==> src/rtl/mem_arb_pkg.sv <==
// Shared types and constants for the two-port memory arbiter.
package mem_arb_pkg;

    localparam int ADDR_W_DEF = 12;
    localparam int DATA_W_DEF = 32;

    localparam logic RD = 1'b0;
    localparam logic WR = 1'b1;

    typedef enum logic [1:0] {
        IDLE,
        ACCESS,
        RESP
    } state_e;

    // Winner of one arbitration round: valid when any port requests, id = winning port.
    typedef struct packed {
        logic valid;
        logic id;
    } arb_gnt_t;

endpackage

==> src/rtl/mem_port_arbiter_arb_select.sv <==
// Combinational winner pick between the two requesters.
// ARB_ROUND_ROBIN_EN selects round-robin tie-breaking; otherwise port 0 always wins a tie.
module arb_select
    import mem_arb_pkg::*;
(
    input  logic     req0_i,
    input  logic     req1_i,
`ifdef ARB_ROUND_ROBIN_EN
    input  logic     rr_ptr_i,
`endif
    output arb_gnt_t gnt_o
);

    always_comb begin
        gnt_o.valid = req0_i | req1_i;
`ifdef ARB_ROUND_ROBIN_EN
        // rr_ptr_i names the favoured port; it only matters when both request.
        gnt_o.id    = (req0_i & req1_i) ? rr_ptr_i : req1_i;
`else
        gnt_o.id    = ~req0_i;
`endif
    end

endmodule

==> src/rtl/mem_port_arbiter.sv <==
// Shares one memory port between two requesters: arbitrate, hold mem_en MEM_LAT cycles, one-cycle ack.
// Tie-breaking is fixed priority unless ARB_ROUND_ROBIN_EN is defined.
module mem_port_arbiter
    import mem_arb_pkg::*;
#(
    parameter int ADDR_W  = ADDR_W_DEF,
    parameter int DATA_W  = DATA_W_DEF,
    parameter int MEM_LAT = 1           // legal range 1..15
) (
    input  logic              clk_in,
    input  logic              reset,
    input  logic              req0,
    input  logic              req1,
    input  logic              rw0,
    input  logic              rw1,
    input  logic [ADDR_W-1:0] addr0,
    input  logic [ADDR_W-1:0] addr1,
    input  logic [DATA_W-1:0] wdata0,
    input  logic [DATA_W-1:0] wdata1,
    output logic              ack0,
    output logic              ack1,
    output logic [DATA_W-1:0] rdata,
    output logic              mem_en,
    output logic              read_write,
    output logic [ADDR_W-1:0] address,
    output logic [DATA_W-1:0] data_out,
    input  logic [DATA_W-1:0] data_in
);

    localparam logic [3:0] LAT_INIT = 4'(MEM_LAT - 1);

    state_e            state_q, state_d;
    logic [3:0]        lat_q, lat_d;
    logic              gnt_q, gnt_d;
    logic [ADDR_W-1:0] addr_q, addr_d;
    logic              rw_q, rw_d;
    logic [DATA_W-1:0] wdata_q, wdata_d;
    logic [DATA_W-1:0] rdata_q, rdata_d;
    logic              en_q, en_d;
    logic              ack0_q, ack0_d;
    logic              ack1_q, ack1_d;
`ifdef ARB_ROUND_ROBIN_EN
    logic              rr_q, rr_d;
`endif
    arb_gnt_t          pick;

    arb_select u_arb_select (
        .req0_i   (req0),
        .req1_i   (req1),
`ifdef ARB_ROUND_ROBIN_EN
        .rr_ptr_i (rr_q),
`endif
        .gnt_o    (pick)
    );

    always_comb begin
        // NOTE: every next-state signal gets its default first, so no branch can infer a latch.
        state_d = state_q;
        lat_d   = lat_q;
        gnt_d   = gnt_q;
        addr_d  = addr_q;
        rw_d    = rw_q;
        wdata_d = wdata_q;
        rdata_d = rdata_q;
        en_d    = en_q;
        ack0_d  = 1'b0;
        ack1_d  = 1'b0;
`ifdef ARB_ROUND_ROBIN_EN
        rr_d    = rr_q;
`endif

        unique case (state_q)
            IDLE: begin
                if (pick.valid) begin
                    gnt_d  = pick.id;
                    addr_d = pick.id ? addr1 : addr0;
                    rw_d   = pick.id ? rw1 : rw0;
                    if ((pick.id ? rw1 : rw0) == WR) begin
                        wdata_d = pick.id ? wdata1 : wdata0;
                    end
                    en_d    = 1'b1;
                    lat_d   = LAT_INIT;
                    state_d = ACCESS;
`ifdef ARB_ROUND_ROBIN_EN
                    rr_d    = ~pick.id;
`endif
                end
            end
            ACCESS: begin
                if (lat_q != 4'd0) begin
                    lat_d = lat_q - 4'd1;
                end else begin
                    if (rw_q == RD) begin
                        rdata_d = data_in;
                    end
                    en_d    = 1'b0;
                    ack0_d  = ~gnt_q;
                    ack1_d  = gnt_q;
                    state_d = RESP;
                end
            end
            RESP:    state_d = IDLE;
            default: state_d = IDLE;
        endcase
    end

    // NOTE: sequential state uses non-blocking assignments only, so every register sees pre-edge values.
    always_ff @(posedge clk_in or posedge reset) begin
        if (reset) begin
            state_q <= IDLE;
            lat_q   <= '0;
            gnt_q   <= 1'b0;
            addr_q  <= '0;
            rw_q    <= RD;
            wdata_q <= '0;
            rdata_q <= '0;
            en_q    <= 1'b0;
            ack0_q  <= 1'b0;
            ack1_q  <= 1'b0;
`ifdef ARB_ROUND_ROBIN_EN
            rr_q    <= 1'b0;
`endif
        end else begin
            state_q <= state_d;
            lat_q   <= lat_d;
            gnt_q   <= gnt_d;
            addr_q  <= addr_d;
            rw_q    <= rw_d;
            wdata_q <= wdata_d;
            rdata_q <= rdata_d;
            en_q    <= en_d;
            ack0_q  <= ack0_d;
            ack1_q  <= ack1_d;
`ifdef ARB_ROUND_ROBIN_EN
            rr_q    <= rr_d;
`endif
        end
    end

    assign ack0       = ack0_q;
    assign ack1       = ack1_q;
    assign rdata      = rdata_q;
    assign mem_en     = en_q;
    assign read_write = rw_q;
    assign address    = addr_q;
    assign data_out   = wdata_q;

endmodule

==> config.mk <==
export PLATFORM = sky130hd
export DESIGN_NAME = mem_port_arbiter
export DESIGN_NICKNAME = d
export VERILOG_FILES = /design/src/rtl/mem_arb_pkg.sv /design/src/rtl/mem_port_arbiter_arb_select.sv /design/src/rtl/mem_port_arbiter.sv
export SDC_FILE = /design/constraint.sdc
export NUM_CORES = 1
export LEC_CHECK = 0
export CAP_MARGIN = 10
export CELL_PAD_IN_SITES_DETAIL_PLACEMENT = 1
export CELL_PAD_IN_SITES_GLOBAL_PLACEMENT = 1
export CORE_UTILIZATION = 30
export CTS_CLUSTER_SIZE = 24
export DETAILED_ROUTE_END_ITERATION = 7
export GPL_TIMING_DRIVEN = 0
export PLACE_DENSITY_LB_ADDON = 0.1
export SKIP_LAST_GASP = 1
export SYNTH_ARGS = -nofsm -noshare
export SYNTH_HDL_FRONTEND = slang
export SYNTH_SLANG_ARGS = --single-unit
==> constraint.sdc <==
create_clock -name clk_in -period 3.1 [get_ports clk_in]
set_input_delay 0.62 -clock clk_in [delete_from_list [all_inputs] [get_ports clk_in]]
set_output_delay 0.62 -clock clk_in [all_outputs]
set_load 0.05 [all_outputs]
# Yosys cells after proc, flatten, opt, wreduce, memory -nomap -nowiden
# Index checks and enable logic that the tools add are counted.
[totals]
ff_bits = 87
input_bits = 126
out_inout_bits = 80
word_cells = 45
[classes]
add_sub_neg = 1
eq_ne = 4
muxes = 16
n_bitwise = 5
n_reduce_logical = 9
[ops]
columns = ["op", "count"]
rows = [
  ["$mux W32", 1],
  ["$mux W12", 1],
  ["$reduce_and A3 Y1", 4],
  ["$mux W4", 2],
  ["$pmux W4 S2", 1],
  ["$mux W1", 7],
  ["$ne A2 B2 Y1 const B", 3],
  ["$mux W2", 2],
  ["$not A1 Y1", 4],
  ["$pmux W2 S2", 1],
  ["$reduce_and A2 Y1", 2],
  ["$reduce_bool A4 Y1", 1],
  ["$sub A4 B1 Y4 const B", 1],
  ["$eq A2 B1 Y1 const B", 1],
  ["$logic_not A2 Y1", 1],
  ["$pmux W1 S2", 1],
  ["$reduce_bool A2 Y1", 1],
  ["$or A1 B1 Y1", 1],
]

# Depth between registers and ports, before layout
[logic_depth]
ltp_word = 3
ltp_mapped = 7
ltp_nobuf = 5

# By module
# Synthesis repeated with hierarchy kept, for this count alone.
[unflattened]
cells_unflattened = 276
hier_area_um2 = 3836.2
[by_module_without_submodules]
columns = ["module", "instances", "cells_per_inst", "area_each_um2", "seq_area_each_um2"]
rows = [
  ["mem_port_arbiter", 1, 274, 3826.2, 2177.1],
  ["arb_select", 1, 2, 10.0, 0.0],
]

# Worst setup path after synthesis
# No wires, ideal clock.
[synth_path]
kind = "reg2reg"
start = "reg lat_q[0]"
end = "reg rdata_q[0] (netlist: rdata[0])"
setup_ns = 0.125
arrival_ns = 1.849
required_time_ns = 2.975
slack_ns = 1.126
path_stages_with_launch = 8
path_buffers = 2
period_less_slack_ns = 1.974
path_cell_list = "dfrtp_1 -> inv_1 -> ha_1 -> or3b_1 -> buf_2 -> nor3_4 -> buf_6 -> mux2_2"
[synth_via]
elab_chain_len = 3
[synth_lines]
columns = ["element", "line_no", "rtl"]
rows = [
  ["start, declared", "mem_port_arbiter.sv:33", "logic [3:0] lat_q, lat_d;"],
  ["start signal, assigned", "mem_port_arbiter.sv:125", "lat_q <= lat_d;"],
  ["$reduce_bool A4 Y1", "mem_port_arbiter.sv:90", "if (lat_q != 4'd0) begin"],
  ["$not A1 Y1 (no line)", "--", ""],
  ["$reduce_and A3 Y1 (no line)", "--", ""],
  ["end signal, assigned", "mem_port_arbiter.sv:130", "rdata_q <= rdata_d;"],
  ["end, declared", "mem_port_arbiter.sv:38", "logic [DATA_W-1:0] rdata_q, rdata_d;"],
]
# Every way passes these cells.
# A chain may end at the register's enable or synchronous reset.

# Final worst setup path
[layout_path]
start = "in req0"
end = "reg wdata_q[9] (netlist: data_out[9])"
[layout_via]
elab_chain_len = 2
elab_cells_between_ends = 4
classes_between = "2 x mux; 1 x bitwise; 1 x reduce/logical"
[layout_lines]
columns = ["element", "line_no", "rtl"]
rows = [
  ["start, declared", "mem_port_arbiter.sv:12", "input logic req0,"],
  ["$or A1 B1 Y1 or $mux W1 (tied branches)", "mem_port_arbiter_arb_select.sv:15, mem_port_arbiter.sv:78", ""],
  ["$reduce_and A3 Y1 (no line)", "--", ""],
  ["end signal, assigned", "mem_port_arbiter.sv:129", "wdata_q <= wdata_d;"],
  ["end, declared", "mem_port_arbiter.sv:37", "logic [DATA_W-1:0] wdata_q, wdata_d;"],
]
# Parallel ways exist; a longest one is shown, timed or not.

==> flow_summary.toml <==
[logic_synthesis]
synth.area.top_cells = "dfrtp_1 56%, mux2_2 36%, buf_6 0.87%"
async_flop_share = 1.00
syn-num-nets = 387
synth_compound_gate_area_share = 0.0130
synth.avg_cell_area_um2 = 14.9
yosys-mux-area-fraction = 0.361
ys_types = 26
yosysTopAreaCell = "dfrtp_1"
ys.flop_type = "dfrtp_1"
synthSimpleGateAreaFrac = 0.0305
yosysWarnings = 0
synth-xor-area-share = 0
netlist_instances = 259
synth-edff-count = 0
syn_area_mm2 = 0.00386
seq_area_frac_synth = 0.564
ys_ff_latch = 87
synth_top_area_share = 0.564
synthAdderAreaFrac = 0.00648
synth_top_family_by_area = "multiplexers"

[final_layout]
multi_input_area_mm2 = 0.00159
seq_area_mm2 = 0.00218
layout_commonest_cell = "clkdlybuf4s50_1"
area_delta_synth_final_pct = 66.8
num-fill-cells = 1286
nets = 604
layout_common_cells = "205 x clkdlybuf4s50_1, 122 x mux2_2, 87 x dfrtp_1"
drive_above_1_share = 0.315
utilization = 0.513
antenna_cells = 0

[clock_tree]
holdBufCountCts = 0
cts-resized-gates = 0
cts_max_path_buffers = 2
clk_latency_ns = 0.33
path_clk_slew_ns = 0.06
cts_made_buffers = 9
htreeDepth = 3
cts_setup_buffers = 0
cts.sinks = 87
root_buffer = "clkbuf_16"
cts_tree = "yes"

[timing]
slew_viol_final = 0
skew_ns = 0.00506
period_share = 0.745
final-setup-viol-count = 0
min_period_ns = 2.31
relSlewSlack = 0.639
finalHoldViolCount = 0
rsz0062_at_grt = "no"
fmax_mhz = 433
tightest_slew_ns = 0.539
fin_setup_tns_ns = 0

[critical_path]
crit_start = "req0"
critical_path_buf_inv_count = 3
cp_max_fo = 10
reg2reg_from = "lat_q[0]$_DFFE_PP0P_"
arrival_ns = 2.53
worst_path_most_repeated_cell = "mux2_2"
end_kind = "register"
crit_chain = "clkdlybuf4s50_1 -> buf_2 -> clkbuf_1 -> mux2_2 -> mux2_2"
worst_setup_path_start_kind = "input port"
critPathSlowestCell = "clkdlybuf4s50_1"
critPathMaxStageDelay_ns = 0.50
critPathKind = "in -> reg"
cpLargestDelayFamily = "buffers and inverters"
critPathRequiredTime_ns = 3.32

[placed_design]
io_buffer_count = 205
dp_hpwl_um = 7760
globalplace.congestion = 0.693

[detailed_routing]
dr.pass1.iters = 4
ant_nets = 0
vias = 2881
wl_per_cell_um = 15.4
drt_iter0_drc = 45
drt-total-wl_um = 10000
via_per_inst = 4.42
drc = 0

[min_path]
hold_start = "gnt_q$_DFFE_PP0P_"
hold_class = "reg -> reg"

[global_route]
track_usage = 0.157
grt-ovfl-total = 0
first_global_vias = 3183
grt_pass1_wl_um = 15900
antenna_found_initial = 0
grt_max_degree = 56

[floorplanning]
die_h_um = 115
dieArea_mm2 = 0.0133
row_count = 41
die-width_um = 115
core-area_mm2 = 0.0126
io_pins = 206
start_util = 0.307

[pwr]
clkPwrFrac = 0.137
pwr_density_cell_mw_per_mm2 = 1150
p_seq_frac = 0.271
power.switching_mw = 3.37
p_comb_frac = 0.592
sw_frac_of_total = 0.453
ir_drop_v = 0.000720
leakage_nw = 2.61
internal_power_mw = 4.06
finalPower_mw = 7.42

[run_status]
status = "finished, final reports clean"

[run]
drv_cap = 0
[through the flow]
stage / cell area [um^2] / hold slack, ns / std cells / setup slack, ns
2_1_floorplan: 3860 / 0.428 / 259 / 0.230
3_3_place_gp: 6130 / 0.479 / 636 / -1.36
3_5_place_dp: 6160 / 0.482 / 637 / 0.385
4_1_cts: 6440 / 0.495 / 652 / 0.732
5_1_grt: 6440 / 0.518 / 652 / 0.649
6_report: 6440 / 0.497 / 652 / 0.791
[power by group through the flow]
stage               sequential, mW  combinational, mW  clock, mW
finish                        2.01               4.39       1.02
global route                  2.10               4.60       1.10
CTS                           2.02               4.45       1.06
detailed placement            2.04               4.44          0
global placement              2.00               4.39          0
floorplan                     3.87               1.07          0
[Yosys cell counts, types with 2 or more instances]
| cell | instances |
|---|---|
| a21oi_1 | 2 |
| buf_2 | 4 |
| buf_4 | 2 |
| buf_6 | 3 |
| clkbuf_1 | 4 |
| dfrtp_1 | 87 |
| ha_1 | 2 |
| inv_1 | 3 |
| mux2_2 | 122 |
| mux2i_1 | 2 |
| nand2b_1 | 2 |
| nand3_1 | 2 |
| nor2_1 | 6 |
| nor3_1 | 2 |
| o21ai_0 | 5 |
[flip-flops by register name, indices dropped and copies added (netlist names)]
register	cells
ack0	1
ack1	1
address	12
data_out	32
gnt_q	1
lat_q	4
mem_en	1
rdata	32
read_write	1
state_q	2
[cell type report]
| type | count | area share |
|---|---|---|
| clock inverters | 3 | 0.00272 |
| inverters | 3 | 0.00214 |
| clock buffers | 12 | 0.0414 |
| plain buffers | 14 | 0.0136 |
| flip-flops and latches | 87 | 0.338 |
| multi-input cells | 155 | 0.246 |
| repair buffers | 206 | 0.323 |
| well taps | 172 | 0.0334 |
[worst paths after layout]
check / to / slack [ns] / cells after the start
min in group asynchronous: rdata[27]$_DFFE_PP0P_ / 0.66 / 2
worst max register to register: rdata[29]$_DFFE_PP0P_ / 0.94 / 7
worst min-delay path: ack0$_DFF_PP0_ / 0.50 / 1
max in group asynchronous: address[8]$_DFFE_PP0P_ / 1.83 / 3
worst min register to register: ack0$_DFF_PP0_ / 0.50 / 1
worst max-delay path: data_out[9]$_DFFE_PP0P_ / 0.79 / 5
[worst reg2reg max path: stages (launching register included)]
cell and delay, ns:
dfrtp_1 0.41, inv_1 0.09, ha_1 0.16, or3b_1 0.33
buf_2 0.17, nor3_4 0.33, buf_6 0.21, mux2_2 0.35
[routing by layer]
metal,GRT usage,part of all wire
met3,0.0544,0.085
met1,0.178,0.40
met4,0.0623,0.014
met2,0.269,0.50
met5,0,0
[cell families after synthesis]
| group | Yosys count |
|---|---|
| multiplexers | 124 |
| flip-flops | 87 |
| AND/OR/NAND/NOR | 20 |
| buffers and inverters | 17 |
| AO/OA/AOI/OAI | 9 |
| adder cells (fa/ha/maj) | 2 |
No activity file was read; power rests on OpenSTA's default activity.
